==> src/rtl/axi4_stream_packet_generator.sv <==
// AXI4-Stream test-packet source: counting-byte payload, per-packet TID, optional run length.
// Define AXIS_GEN_INTER_PACKET_GAP_EN to insert GAP_CYCLES idle cycles between packets.
module axi4_stream_packet_generator #(
  parameter int DATA_BYTES = 4,
  parameter int TID_WIDTH  = 8,
  parameter int DEST_VALUE = 0,
  parameter int GAP_CYCLES = 4
) (
  input  logic                      ACLK,
  input  logic                      RST,
  input  logic                      EN,
  input  logic [31:0]               PKT_BYTES,
  input  logic [15:0]               PKT_COUNT,
  input  logic                      TREADY,
  output logic                      TVALID,
  output logic [8*DATA_BYTES-1:0]   TDATA,
  output logic [DATA_BYTES-1:0]     TKEEP,
  output logic [DATA_BYTES-1:0]     TSTRB,
  output logic                      TLAST,
  output logic [TID_WIDTH-1:0]      TID,
  output logic [1:0]                TDEST,
  output logic                      BUSY,
  output logic                      DONE,
  output logic [31:0]               PKTS_SENT
);

`ifdef AXIS_GEN_INTER_PACKET_GAP_EN
  localparam bit GAP_EN = 1'b1;
`else
  localparam bit GAP_EN = 1'b0;
`endif

  localparam int SH = $clog2(DATA_BYTES);

  typedef enum logic [1:0] {IDLE, SEND, GAP, HOLD} state_t;

  state_t                  state;
  logic [31:0]             beats_rem;
  logic [7:0]              base;
  logic [DATA_BYTES-1:0]   last_keep;
  logic [15:0]             run_lim;
  logic [15:0]             run_sent;
  logic [7:0]              gap_cnt;

  logic [31:0]             eff_len;
  logic [31:0]             first_rem;
  logic [DATA_BYTES-1:0]   first_last_keep;
  logic [DATA_BYTES-1:0]   first_keep;
  logic [31:0]             next_rem;
  logic [7:0]              next_base;
  logic [DATA_BYTES-1:0]   next_keep;
  logic                    reached;
  logic                    load_pkt;

  function automatic logic [DATA_BYTES-1:0] tail_keep(input logic [31:0] len);
    logic [31:0]           rem;
    logic [DATA_BYTES-1:0] k;
    rem = len & 32'(DATA_BYTES - 1);
    for (int i = 0; i < DATA_BYTES; i++) k[i] = (32'(i) < rem);
    return (rem == 32'd0) ? '1 : k;
  endfunction

  // Lanes outside the keep mask are forced to zero.
  function automatic logic [8*DATA_BYTES-1:0] beat_data(input logic [7:0] b,
                                                        input logic [DATA_BYTES-1:0] keep);
    logic [8*DATA_BYTES-1:0] d;
    d = '0;
    for (int i = 0; i < DATA_BYTES; i++)
      if (keep[i]) d[8*i +: 8] = b + 8'(i);
    return d;
  endfunction

  // Beat count minus one is (L-1)/DATA_BYTES, which cannot overflow for L up to 2^32-1.
  always_comb begin
    eff_len         = (PKT_BYTES == 32'd0) ? 32'd1 : PKT_BYTES;
    first_rem       = (eff_len - 32'd1) >> SH;
    first_last_keep = tail_keep(eff_len);
    first_keep      = (first_rem == 32'd0) ? first_last_keep : '1;
    next_rem        = beats_rem - 32'd1;
    next_base       = base + 8'(DATA_BYTES);
    next_keep       = (next_rem == 32'd0) ? last_keep : '1;
    reached         = (run_lim != 16'd0) && ((run_sent + 16'd1) == run_lim);
  end

  always_comb begin
    load_pkt = 1'b0;
    case (state)
      IDLE:    load_pkt = EN;
      SEND:    load_pkt = TVALID && TREADY && TLAST && !reached && EN && !GAP_EN;
      GAP:     load_pkt = (gap_cnt == 8'd0) && EN;
      default: load_pkt = 1'b0;
    endcase
  end

  assign TDEST = 2'(DEST_VALUE);

  always_ff @(posedge ACLK) begin
    if (RST) begin
      state     <= IDLE;
      TVALID    <= 1'b0;
      TLAST     <= 1'b0;
      TDATA     <= '0;
      TKEEP     <= '0;
      TSTRB     <= '0;
      TID       <= '0;
      BUSY      <= 1'b0;
      DONE      <= 1'b0;
      PKTS_SENT <= '0;
      beats_rem <= '0;
      base      <= '0;
      last_keep <= '0;
      run_lim   <= '0;
      run_sent  <= '0;
      gap_cnt   <= '0;
    end else begin
      case (state)
        IDLE: begin
          if (EN) begin
            run_lim  <= PKT_COUNT;
            run_sent <= '0;
          end
        end
        SEND: begin
          if (TVALID && TREADY) begin
            if (TLAST) begin
              PKTS_SENT <= PKTS_SENT + 32'd1;
              TID       <= TID + TID_WIDTH'(1);
              run_sent  <= run_sent + 16'd1;
              TVALID    <= 1'b0;
              TLAST     <= 1'b0;
              TDATA     <= '0;
              TKEEP     <= '0;
              TSTRB     <= '0;
              if (reached) begin
                state <= HOLD;
                DONE  <= 1'b1;
              end else if (!EN) begin
                state <= IDLE;
                BUSY  <= 1'b0;
              end else if (GAP_EN) begin
                state   <= GAP;
                gap_cnt <= 8'(GAP_CYCLES - 1);
              end
            end else begin
              beats_rem <= next_rem;
              base      <= next_base;
              TKEEP     <= next_keep;
              TSTRB     <= next_keep;
              TLAST     <= (next_rem == 32'd0);
              TDATA     <= beat_data(next_base, next_keep);
            end
          end
        end
        GAP: begin
          if (gap_cnt != 8'd0) begin
            gap_cnt <= gap_cnt - 8'd1;
          end else if (!EN) begin
            state <= IDLE;
            BUSY  <= 1'b0;
          end
        end
        HOLD: begin
          if (!EN) begin
            state <= IDLE;
            DONE  <= 1'b0;
            BUSY  <= 1'b0;
          end
        end
        default: state <= IDLE;
      endcase

      // First beat of a new packet; PKT_BYTES is captured here.
      if (load_pkt) begin
        state     <= SEND;
        BUSY      <= 1'b1;
        TVALID    <= 1'b1;
        TLAST     <= (first_rem == 32'd0);
        TKEEP     <= first_keep;
        TSTRB     <= first_keep;
        TDATA     <= beat_data(8'd0, first_keep);
        beats_rem <= first_rem;
        base      <= 8'd0;
        last_keep <= first_last_keep;
      end
    end
  end

endmodule

==> config.mk <==
export PLATFORM = sky130hd
export DESIGN_NAME = axi4_stream_packet_generator
export DESIGN_NICKNAME = d
export VERILOG_FILES = /design/src/rtl/axi4_stream_packet_generator.sv
export SDC_FILE = /design/constraint.sdc
export NUM_CORES = 1
export LEC_CHECK = 0
export ABC_AREA = 1
export ABC_CLOCK_PERIOD_IN_PS = 3900
export CORE_UTILIZATION = 34
export DETAILED_ROUTE_END_ITERATION = 7
export PLACE_DENSITY = 0.51
export RECOVER_POWER = 100
export SETUP_SLACK_MARGIN = 0.4
export SLEW_MARGIN = 30
export SYNTH_ARGS = -nofsm -noshare
export SYNTH_HDL_FRONTEND = slang
export SYNTH_SLANG_ARGS = --single-unit
==> constraint.sdc <==
create_clock -name ACLK -period 3.9 [get_ports ACLK]
set_clock_uncertainty 0.2 [all_clocks]
set_input_delay 0.585 -clock ACLK [delete_from_list [all_inputs] [get_ports ACLK]]
set_output_delay 0.585 -clock ACLK [all_outputs]
set_load 0.05 [all_outputs]
==> results of run 1 <==
[cells by family after synthesis]
logic type	Yosys count
AND/OR/NAND/NOR	829
adder cells (fa/ha/maj)	15
buffers and inverters	226
XOR/XNOR	51
other	1
flip-flops	159
AO/OA/AOI/OAI	240
[tightest hold or removal path: stages (launching register included)]
cell and delay (ns):
dfxtp_1 0.31, nand2_1 0.06, a21oi_1 0.05
[routing by layer]
| layer | vias up | GRT usage | part of all wire |
|---|---|---|---|
| li1 | 5303 | - | - |
| met1 | 4550 | 0.287 | 0.48 |
| met2 | 277 | 0.344 | 0.44 |
| met3 | 34 | 0.0324 | 0.055 |
| met4 | 0 | 0.0543 | 0.016 |
| met5 | - | 0 | 0 |
[through the flow]
step	utilization	area, sq um	hold slack, ns
floorplan	-	9780	0.249
global placement	0.419	11700	0.252
detailed placement	0.419	11700	0.255
CTS	0.441	12400	0.267
global route	0.448	12500	0.280
finish	0.448	12500	0.264
[layout make-up]
cell class / count / share of cell area
Sequential cell: 159 / 0.254
Clock inverter: 15 / 0.0167
Tap cell: 378 / 0.0377
Timing Repair Buffer: 201 / 0.148
Inverter: 174 / 0.0524
Clock buffer: 17 / 0.0339
Multi-Input combinational cell: 1143 / 0.457
[worst max path at each step]
| stage | endpoint | depth (start not counted) | slack [ns] |
|---|---|---|---|
| finish | beats_rem[22] | 21 | 0.48 |
| detailed placement | TSTRB[2] | 24 | 0.02 |
| global placement | TSTRB[1] | 24 | 0.1 |
| global route | beats_rem[22] | 22 | 0.20 |
| CTS | beats_rem[22] | 20 | 0.43 |
| floorplan | TDATA[25] | 22 | 0.78 |
[flip-flops by register name, indices dropped and copies added (netlist names), 6 cells and up]
register,count
TDATA,27
run_lim,16
gap_cnt,8
base,6
TID,8
beats_rem,32
run_sent,16
PKTS_SENT,32
[synth_stat cells (3+ instances only)]
library cell  number
nand3b_1           7
nor2_1           231
a31oi_1            6
inv_1            171
a21oi_1          118
nor4_1             5
o21ai_1            3
ha_1              15
nor2_2             4
nand3_1          128
xnor2_1           19
dfxtp_1          159
buf_2              7
nand2_1          321
buf_4             12
nand2_2           18
clkbuf_1          28
nand2_4            4
nor3_2             5
xor2_1            31
or2_2             13
nor2_4             8
o21ai_0           90
nor3_1            37
a21oi_2            7
nand4_1           41
nor3b_1            3
o21a_1             3
a211oi_1           7
[what timing repair did]
action / CTS / global route
buffers inserted: 0 / 11
setup endpoints to repair: 0 / 74
resized for setup: 0 / 39
[where the power goes]
part | switching [mW] | total (mW) | internal (mW)
clock network | 0.870 | 1.76 | 0.889
logic | 0.626 | 0.954 | 0.329
registers | 0.0686 | 1.76 | 1.69
==> qor.csv, run 1 <==
metric,value,unit
cts-root-buf,clkbuf_16,
register_area,0.00318,sq mm
fill_cells,2966,
grt_setup_unrepaired,yes,
max_stage_delay,0.40,ns
synth_compound_area_frac,0.131,
fin_setup_tns,0,ns
hold_depth,2,
antenna_found_initial,0,
dr.first_iter.drc_count,559,
place_inst,2042,
finalHoldViolations,0,
fmax,293,MHz
worst_setup_path_end_kind,flop,
path_cells,ha_2 > nand2_2 > nor2_4 > buf_4 > nand4_1 > nand3_1 > nand2_1 > nor2_1 > nand2_1 > nor2_1 > nand2_1 > nand2_1 > nand2_1 > nand2_2 > nand2_4 > nand2_8 > nand2_1 > clkbuf_2 > inv_2 > nand2_1 > a21oi_1,
cpMostUsedCell,nand2_1,
port_buffers,131,
timing.final.crit_share,0.877,
place_ws,0.0234,ns
layoutNonFillerInstCount,2087,
clock_path_buffers,2,
viasPerCell,4.87,
htree_levels,4,
cp.arrival,3.57,ns
hp-class,reg -> reg,
clock-sinks,159,
criticalPathCategory,reg -> reg,
min-delay-start,TDATA[10],
io_pins,138,
yosysSeqAreaShare,0.326,
ys_warn_count,0,
syn-cell-area,0.00976,sq mm
syn-mean-instance-area,6.41,sq um
r2r-start,run_sent[1],
synth-xor-area-share,0.0472,
grt.total_usage,0.211,
p_leak,5.30,nW
grt_pass1_vias,9433,
drive_gt1_frac,0.104,
layout_commonest_cell,nand2_1,
first_pass_iters,5,
crit_path_max_fanout,21,
synth_ff_type,dfxtp_1,
synth.ff_latch_count,159,
drtAntennaViolNets,0,
numCtsBuffers,17,
coreArea,0.0280,sq mm
crit_start,run_sent[1],
async_flop_share,0,
routedWlPerCell,14.6,um
hold_end,TDATA[10],
synth_cell_types,46,
die_h,171,um
antenna_cells,0,
power,4.47,mW
grt_max_degree,69,
synthSimpleGateAreaFrac,0.380,
dieArea,0.0294,sq mm
vias,10200,
die-width,171,um
num_rows,61,
clk_pin_slew,0.08,ns
slowest_stage,dfxtp_1,
worst_setup_path_start_kind,flop,
synth_top_family_by_area,simple AND/OR/NAND/NOR gates,
layout_min_cycle_time,3.42,ns
initial_core_util,0.348,
nets,1763,
synth_edf_count,0,
crit_buf_inv,3,
power_density,357,mW/mm^2
drv_slew,0,
yosys.area.top_type,dfxtp_1,
drt-total-wl,30.5,mm
slew_headroom,0.104,
setup_slack,0.482,ns
cp.required,4.05,ns
synth_top_area_share,0.326,
reg2regPathDepth,21,
ff2ff_setup_slack,0.48,ns
outcome,"finished, final reports clean",
place_congestion,0.925,
crit_family,simple AND/OR/NAND/NOR gates,
tritoncts,yes,
r2r_end,beats_rem[22],
syn2layout_area_growth,28.5,%
multi_input_area,0.00573,sq mm
syn_inst,1521,
synthAdderAreaFrac,0.0192,
layout_common_cells,"nand2_1, nor2_1, inv_1",
synth.area.mux_share,0,
drc,0,
tightestPinTransition,1.34,ns
hpwlAfterDp,22.8,mm
finalSetupViolCount,0,
synth_area_leaders,"dfxtp_1, nand2_1, nor2_1, inv_1, nand3_1",
overflow,0,
irDropWorstVdd,0.300,mV
grt_pass1_wl,48.9,mm
ctsHoldBuffers,0,
worstSkewPairLatency,0.44,ns
drv_cap,0,
(Power assumes the default switching activity.)
==> run 2, diff against run 1 <==
- CELL_PAD_IN_SITES_DETAIL_PLACEMENT: default -> 2
- CELL_PAD_IN_SITES_GLOBAL_PLACEMENT: default -> 2
- CORE_UTILIZATION: 34 -> 30
- PLACE_DENSITY: 0.51 -> 0.78
==> qor.csv, run 2 (synthesized netlist as in run 1, its figures left out) <==
metric,value,unit,change
grt.total_usage,0.241,,was 0.211
clk_pin_slew,0.08,ns,about the same
drc,0,,unchanged
die-width,182,um,was 171 um
cp.arrival,3.53,ns,was 3.57 ns
layout_commonest_cell,nand2_1,,unchanged
finalHoldViolations,0,,unchanged
drt-total-wl,39.8,mm,was 30.5 mm
multi_input_area,0.00577,sq mm,was 0.00573 sq mm
clock-sinks,159,,unchanged
final_util,0.399,,was 0.448
grt_max_degree,69,,unchanged
coreArea,0.0318,sq mm,was 0.0280 sq mm
cp.required,4.01,ns,was 4.05 ns
syn2layout_area_growth,30.1,%,was 28.5%
register_area,0.00319,sq mm,was 0.00318 sq mm
drv_cap,0,,unchanged
numCtsBuffers,17,,unchanged
timing.final.crit_share,0.877,,about the same
cts-root-buf,clkbuf_16,,unchanged
tightestPinTransition,0.943,ns,was 1.34 ns
irDropWorstVdd,0.352,mV,was 0.300 mV
port_buffers,131,,unchanged
finalSetupViolCount,0,,unchanged
num_rows,65,,was 61
crit_path_max_fanout,20,,was 21
drv_slew,0,,unchanged
ff2ff_setup_slack,0.48,ns,about the same
slew_headroom,0.371,,was 0.104
dr.first_iter.drc_count,420,,was 559
vias,10800,,was 10200
fill_cells,3852,,was 2966
clock_path_buffers,2,,unchanged
initial_core_util,0.307,,was 0.348
p_leak,5.29,nW,was 5.30 nW
min-delay-start,TDATA[11],,was TDATA[10]
routedWlPerCell,18.5,um,was 14.6 um
route.met2.wl,19.2,mm,was 13.6 mm
drtAntennaViolNets,0,,unchanged
worstSkewPairLatency,0.46,ns,was 0.44 ns
outcome,"finished, final reports clean",,unchanged
grt_setup_unrepaired,no,,was yes
viasPerCell,5.04,,was 4.87
hold_end,TDATA[11],,was TDATA[10]
first_pass_iters,5,,unchanged
htree_levels,4,,unchanged
nets,1770,,was 1763
worst_setup_path_end_kind,flop,,unchanged
wl_met1,18.3,mm,was 14.8 mm
fin_setup_tns,0,ns,unchanged
drive_gt1_frac,0.119,,was 0.104
grt_pass1_wl,62.9,mm,was 48.9 mm
die_h,182,um,was 171 um
power_density,360,mW/mm^2,was 357 mW/mm^2
largestRegisters,"PKTS_SENT (32), beats_rem (32), TDATA (27)",,unchanged
layout_common_cells,"nand2_1, nor2_1, inv_1",,unchanged
grt_pass1_vias,11700,,was 9433
antenna_found_initial,0,,unchanged
hp-class,reg -> reg,,unchanged
fmax,292,MHz,was 293 MHz
hold_depth,2,,unchanged
r2r-start,run_sent[1],,unchanged
highest_layer,met4,,unchanged
r2r_end,beats_rem[11],,was beats_rem[22]
worst_setup_path_start_kind,flop,,unchanged
tritoncts,yes,,unchanged
overflow,0,,unchanged
hpwlAfterDp,30.0,mm,was 22.8 mm
wl_met3,1.69,mm,was 1.67 mm
layout_min_cycle_time,3.42,ns,about the same
dieArea,0.0332,sq mm,was 0.0294 sq mm
criticalPathCategory,reg -> reg,,unchanged
io_pins,138,,unchanged
place_congestion,0.873,,was 0.925
antenna_cells,0,,unchanged
reg2regPathDepth,22,,was 21
==> run 2: how the worst max path moves through the flow <==
| stage | start | cells after the start | to |
|---|---|---|---|
| 6_report | run_sent[1] | 22 | beats_rem[11] |
| 5_1_grt | run_sent[1] | 20 | base[7] |
| 4_1_cts | run_sent[1] | 22 | TLAST |
| 3_5_place_dp | PKT_BYTES[22] | 24 | TSTRB[1] |
| 3_3_place_gp | PKT_BYTES[29] | 24 | TSTRB[2] |
| 2_1_floorplan | PKT_BYTES[16] | 22 | TDATA[25] |
==> run 2: worst max-delay path: stages (launching register included) <==
cell,delay [ns]
dfxtp_2,0.37
ha_2,0.22
nand2_2,0.08
nor2_4,0.22
nand2_1,0.08
nand2_1,0.10
nand2_1,0.06
nand2_1,0.10
nand2_1,0.09
nor2_1,0.13
nand2_1,0.09
nor2_1,0.16
nand2_1,0.10
nand2_1,0.08
nand2_1,0.06
nand2_2,0.09
nand2_2,0.09
nand2_8,0.10
buf_4,0.14
clkbuf_2,0.41
nand3_1,0.16
nand2_1,0.09
a21oi_1,0.04
==> run 2: per-stage QoR <==
step | std cells | total power [mW] | hold WS (ns) | instance area [sq um] | worst slack, ns
after floorplan | 1526 | 2.42 | 0.249 | 9780 | 0.776
after global placement | 2108 | 2.77 | 0.252 | 11900 | 0.161
after detailed placement | 2108 | 2.79 | 0.265 | 11900 | -0.0351
after CTS | 2140 | 4.60 | 0.278 | 12500 | 0.401
after global routing | 2151 | 4.79 | 0.300 | 12700 | 0.192
final | 2151 | 4.57 | 0.270 | 12700 | 0.479
==> run 2: power breakdown <==
part           switching [mW]  internal (mW)  leakage, nW
Combinational           0.691          0.332         3.70
Clock                   0.851          0.923        0.294
Sequential             0.0774           1.69         1.30
Total                    1.62           2.95         5.29
==> run 2: final cells by class <==
cell class / instances / share of cell area
clock inverters: 15 / 0.0154
inverters: 174 / 0.0525
flip-flops and latches: 159 / 0.251
multi-input cells: 1141 / 0.455
repair buffers: 210 / 0.150
clock buffers: 17 / 0.0335
well taps: 435 / 0.0429
==> run 2: per-layer routing <==
metal,GRT usage,vias up
li1,-,5301
met1,0.301,5330
met2,0.416,163
met3,0.0495,45
met4,0.0713,0
met5,0,-
==> run 2: timing repair <==
item                       CTS  global route
setup buffers                0            10
gates cloned                 0             1
resized for setup            2            45
pin swaps                    0            14
hold endpoints to repair     0             0
setup endpoints to repair   14            72
hold buffers                 0             0
==> run 3, diff against run 2 <==
- CAP_MARGIN: default -> 20
==> results of run 3 <==
No change in the layout: final DEF, timing and power equal those of run 2.
